<file path="config.mk">
export PLATFORM = sky130hd
export DESIGN_NAME = heaa_err_monitor
export DESIGN_NICKNAME = d
export VERILOG_FILES = /design/src/rtl/heaa_err_monitor.sv
export SDC_FILE = /design/constraint.sdc
export NUM_CORES = 1
export LEC_CHECK = 0
export BUFFER_PORTS_ARGS = -buffer_cell sky130_fd_sc_hd__buf_2
export CORE_UTILIZATION = 60
export DETAILED_ROUTE_END_ITERATION = 8
export PLACE_DENSITY = 0.87
export SYNTH_ARGS = -nofsm -noshare
export SYNTH_HDL_FRONTEND = slang
export SYNTH_SLANG_ARGS = --single-unit
</file>
<file path="constraint.sdc">
create_clock -name clk -period 7.6 [get_ports clk]
set_input_delay 1.52 -clock clk [delete_from_list [all_inputs] [get_ports clk]]
set_output_delay 1.52 -clock clk [all_outputs]
set_load 0.02 [all_outputs]
</file>
<file path="src/rtl/heaa_err_monitor.sv">
// heaa_err_monitor: windowed error statistics (count, max, sum of |exact - approx|)
// for a 32-bit approximate adder. Define HEAA_MON_BIAS_EN to enable the signed bias sum.
module heaa_err_monitor #(
  parameter int WINDOW = 256,
  parameter int CNT_W  = $clog2(WINDOW) + 1,
  parameter int ED_W   = 33,
  parameter int ACC_W  = ED_W + CNT_W
) (
  input  logic             clk,
  input  logic             rst,
  input  logic             in_valid,
  output logic             in_ready,
  input  logic [31:0]      a,
  input  logic [31:0]      b,
  input  logic [32:0]      approx_sum,
  output logic             out_valid,
  input  logic             out_ready,
  output logic [CNT_W-1:0] err_count,
  output logic [32:0]      max_ed,
  output logic [ACC_W-1:0] sum_ed,
  output logic [ACC_W:0]   err_bias
);

  typedef enum logic [1:0] {COLLECT, DRAIN, REPORT} state_t;

  localparam logic [CNT_W-1:0] WIN_CNT  = CNT_W'(WINDOW);
  localparam logic [CNT_W-1:0] LAST_CNT = CNT_W'(WINDOW - 1);

  state_t           state, state_nxt;
  logic [CNT_W-1:0] acc_cnt;
  logic             accept, last_accept, report_done;

  logic [32:0]      exact;
  logic [33:0]      diff;
  logic [32:0]      ed;

  logic             s1_valid;
  logic             s1_nz;
  logic [32:0]      s1_ed;

  assign accept      = in_valid && in_ready;
  assign last_accept = accept && (acc_cnt == LAST_CNT);
  assign report_done = out_valid && out_ready;

  // diff = exact - approx in 34-bit two's complement; its magnitude always fits 33 bits.
  assign exact = {1'b0, a} + {1'b0, b};
  assign diff  = {1'b0, exact} - {1'b0, approx_sum};
  assign ed    = diff[33] ? 33'(-diff) : diff[32:0];

  // FSM state register
  always_ff @(posedge clk) begin
    // NOTE: sequential state uses non-blocking assignments so every register samples pre-edge values.
    if (rst) state <= COLLECT;
    else     state <= state_nxt;
  end

  // FSM next-state logic; DRAIN lasts exactly one cycle, while S1 hands the final sample to S2.
  always_comb begin
    // NOTE: default assignment first so no path leaves state_nxt unassigned (no latch).
    state_nxt = state;
    unique case (state)
      COLLECT: if (last_accept) state_nxt = DRAIN;
      DRAIN:   state_nxt = REPORT;
      REPORT:  if (out_ready) state_nxt = COLLECT;
      default: state_nxt = COLLECT;
    endcase
  end

  // FSM outputs
  always_comb begin
    in_ready  = 1'b0;
    out_valid = 1'b0;
    case (state)
      COLLECT: in_ready  = (acc_cnt < WIN_CNT);
      REPORT:  out_valid = 1'b1;
      default: ;
    endcase
  end

  always_ff @(posedge clk) begin
    if (rst || report_done) acc_cnt <= '0;
    else if (accept)        acc_cnt <= acc_cnt + 1'b1;
  end

  // Stage 1: register the error distance of the accepted sample.
  always_ff @(posedge clk) begin
    if (rst) begin
      s1_valid <= 1'b0;
      s1_nz    <= 1'b0;
      s1_ed    <= '0;
    end else begin
      s1_valid <= accept;
      if (accept) begin
        s1_nz <= (ed != '0);
        s1_ed <= ed;
      end
    end
  end

  // Stage 2: accumulators double as the report registers; cleared on handshake.
  always_ff @(posedge clk) begin
    if (rst || report_done) begin
      err_count <= '0;
      max_ed    <= '0;
      sum_ed    <= '0;
    end else if (s1_valid) begin
      err_count <= err_count + CNT_W'(s1_nz);
      if (s1_ed > max_ed) max_ed <= s1_ed;
      sum_ed    <= sum_ed + ACC_W'(s1_ed);
    end
  end

`ifdef HEAA_MON_BIAS_EN
  logic [33:0] s1_diff;

  always_ff @(posedge clk) begin
    if (rst)         s1_diff <= '0;
    else if (accept) s1_diff <= diff;
  end

  // Bias is approx - exact, so subtract the sign-extended (exact - approx).
  always_ff @(posedge clk) begin
    if (rst || report_done) err_bias <= '0;
    else if (s1_valid)      err_bias <= err_bias - {{(ACC_W + 1 - 34){s1_diff[33]}}, s1_diff};
  end
`else
  assign err_bias = '0;
`endif

endmodule

</file>
==> metrics.md <==
| Metric | Value |
|---|---|
| Post-Syn Area | `0.01247 mm^2` |
| Die W | `146.2 um` |
| Share of layout cells above drive strength 1 | `15.55%` |
| Minimum clock period | `5766 ps` |
| Worst hold path depth | `2` |
| Largest net degree at the start of global routing | `63` |
| Post_cts resized | `0` |
| TritonCTS buffer count | `17` |
| Flop2flop setup slack | `2970 ps` |
| Yosys Warn Count | `0` |
| Number of synthesized flops with an enable pin | `0` |
| Detailed Route Iter0 Violations | `782` |
| Part of the Yosys area used for sequential elements | `20.86%` |
| Htree depth | `4` |
| Unrepaired setup endpoints after global routing | `no` |
| Worst EP required | `7900 ps` |
| Die Y | `146.2 um` |
| CTS max path bufs | `2` |
| Row count | `52` |
| Slew Viols, Final | `0` |
| Hpwl dp | `23270 um` |
| Drt drc | `0` |
| Crit end category | `flop` |
| Critical Path Fanout Max | `12` |
| Overall Power | `3.393 mW` |
| Top post-synthesis cells by area | `dfxtp_1, ha_1, inv_1` |
| Post-CTS Repair Setup Buffers | `0` |
| Core ar. | `0.02030 mm^2` |
| Worst Hold End | `acc_cnt[1]$_SDFFE_PP0P_` |
| Data arrival, critical path | `6060 ps` |
| Hold Slack | `474.7 ps` |
| R2R Path Start | `s1_ed[0]$_SDFFE_PP0P_` |
| CTS sink count | `130` |
| Fillers | `1668` |
| Final net count | `2002` |
| WS Path Type | `in -> reg` |
| Clk pin slew, worst setup/hold paths | `60 ps` |
| Syn Inst Count | `1617` |
| Clk_lat worst skew | `410 ps` |
| Die ar. | `0.02137 mm^2` |
| FF-to-FF path depth | `15` |
| Static leakage | `6.552 nW` |
| CP Launch Type | `input pin` |
| Syn-to-layout area delta | `12.34%` |
| Slew Limit Headroom | `18.96%` |
| Hold Vio Cnt, Final | `0` |
| Worst Hold Class | `reg -> reg` |
| Placed instance area | `0.01338 mm^2` |
| Fmax | `173.4 MHz` |
| Wire per inst | `14.89 um` |
| Async SR Flop Fraction | `0%` |
| I/O Buffers | `186` |
| Outcome | `finished, final reports clean` |
| Clock Skews | `8.403 ps` |
| #FFs+latches synth | `130` |
| Top cell type's share of synthesized area | `20.86%` |
| Gpl congestion | `0.9155` |
| Fin util | `69.03%` |
| MaxCap Viol Count | `0` |
| Gr ovfl total | `0` |
| Synth cell count leaders | `inv_1, nor2_1, a21oi_1, dfxtp_1, ha_1` |
| Drt via density | `5.788` |
| Antenna fix cells | `0` |
| Root Buffer | `clkbuf_16` |
| Post-route ant nets | `0` |
| Worst Tran Pin Value | `1216 ps` |
| Starting density of the core | `61.45%` |
| Top-count cell post-synth | `inv_1` |
| Vias in the first global route | `11185` |
| Post-route setup TNS | `0 ps` |
| First-pass GRT wire length | `51610 um` |
| CTS tree | `done` |
| DR pass1 iterations | `7` |
| Total Wirelength | `30450 um` |
| Number of distinct library cells after synthesis | `92` |
| Syn Area/Cell | `7.715 um^2` |
| # IOs | `230` |
| Vias post-DR | `11837` |
| Final setup viols | `0` |
| Gr usage total | `28.66%` |
| PwrDens | `242.1 mW/mm^2` |
| Post-synth top flop | `dfxtp_1` |
| Final instance area | `0.01401 mm^2` |
| Crit Reg-Reg Endpoint | `sum_ed[40]$_SDFFE_PP0P_` |
| Hold_buf cts | `0` |
| Leading area contributor after synthesis | `dfxtp_1` |
| Peak VDD IR | `0.1416 mV` |
| Worst Hold Launch | `acc_cnt[1]$_SDFFE_PP0P_` |
| Tcrit/Tclk final | `75.86%` |
| Initial antenna violation count | `0` |
## report_power, final
group | leakage, nW | internal (mW) | switching, mW
clock network | 0.298 | 0.567 | 0.302
logic | 5.19 | 0.647 | 1.05
registers | 1.06 | 0.748 | 0.0814
## layout by cell type, fill, tap and decap left out, types with 20 or more instances in the layout
cell      count
o21ai_0      86
dfxtp_1     129
a211oi_1     30
a21o_1       33
ha_1        106
or3_1        20
nand3_1      62
nand2_1      88
xnor2_1      51
xor2_1       33
buf_2       186
conb_1       43
a21oi_1     132
nand4_1      31
mux2i_1      36
inv_1       195
fa_1         33
nor3_1       33
nor2_1      145
## critical path, cell delays in order
cell,delay (ps)
buf_2,70
inv_1,40
fa_1,580
inv_1,50
ha_1,320
a211oi_4,330
o21ai_2,170
a311oi_2,390
nor3_1,130
o41ai_2,500
o311a_1,570
o21ai_1,160
xnor2_1,330
nand4_1,140
a2111o_1,450
nor4_1,220
a21oi_1,100
## routing by layer
| metal | part of all wire [%] | global-route usage [%] | up-vias |
|---|---|---|---|
| li1 | - | - | 5884 |
| met1 | 44 | 36.39 | 5522 |
| met2 | 49 | 50.69 | 387 |
| met3 | 5.2 | 3.625 | 44 |
| met4 | 1.8 | 8.177 | 0 |
| met5 | 0 | 0 | - |
## worst max path at each step
stage,cells after the start,startpoint,to
2_1_floorplan,17,a[9],s1_nz$_SDFFE_PP0P_
3_3_place_gp,17,a[1],s1_nz$_SDFFE_PP0P_
3_5_place_dp,17,a[1],s1_nz$_SDFFE_PP0P_
4_1_cts,17,a[1],s1_nz$_SDFFE_PP0P_
5_1_grt,17,a[1],s1_nz$_SDFFE_PP0P_
6_report,17,a[1],s1_nz$_SDFFE_PP0P_
## logic make-up (layout without fill, tap and decap cells)
logic type,after synthesis,in the layout,synth area share (%)
other,1,43,0.03006
AO/OA/AOI/OAI,433,433,23.52
AND/OR/NAND/NOR,487,487,20.08
multiplexers,37,37,2.979
XOR/XNOR,84,84,5.898
buffers and inverters,306,422,10.70
flip-flops,130,130,20.86
adder cells (fa/ha/maj),139,139,15.93
## final cells by class
class / count / area (um^2) / share of cell area [%]
multi-input combinational: 1223 / 8707 / 62.13
sequential: 130 / 2604 / 18.58
timing repair buffer: 194 / 991.0 / 7.071
inverter: 196 / 735.7 / 5.250
clock buffer: 20 / 456.7 / 3.259
tap: 270 / 337.8 / 2.411
clock inverter: 12 / 181.4 / 1.295
## through the flow
step | setup slack [ps] | cells
6_report | 1834 | 2045
5_1_grt | 1398 | 2045
4_1_cts | 1863 | 2045
3_5_place_dp | 1419 | 2013
3_3_place_gp | 1528 | 2013
2_1_floorplan | 2294 | 1659
## flip-flops by register name (all words and copies together) (netlist names)
register	count
state	2
sum_ed	42
acc_cnt	9
max_ed	33
s1_ed	33
err_count	9
s1_nz	1
s1_valid	1
Note: power is estimated with default switching activity, not from simulation.
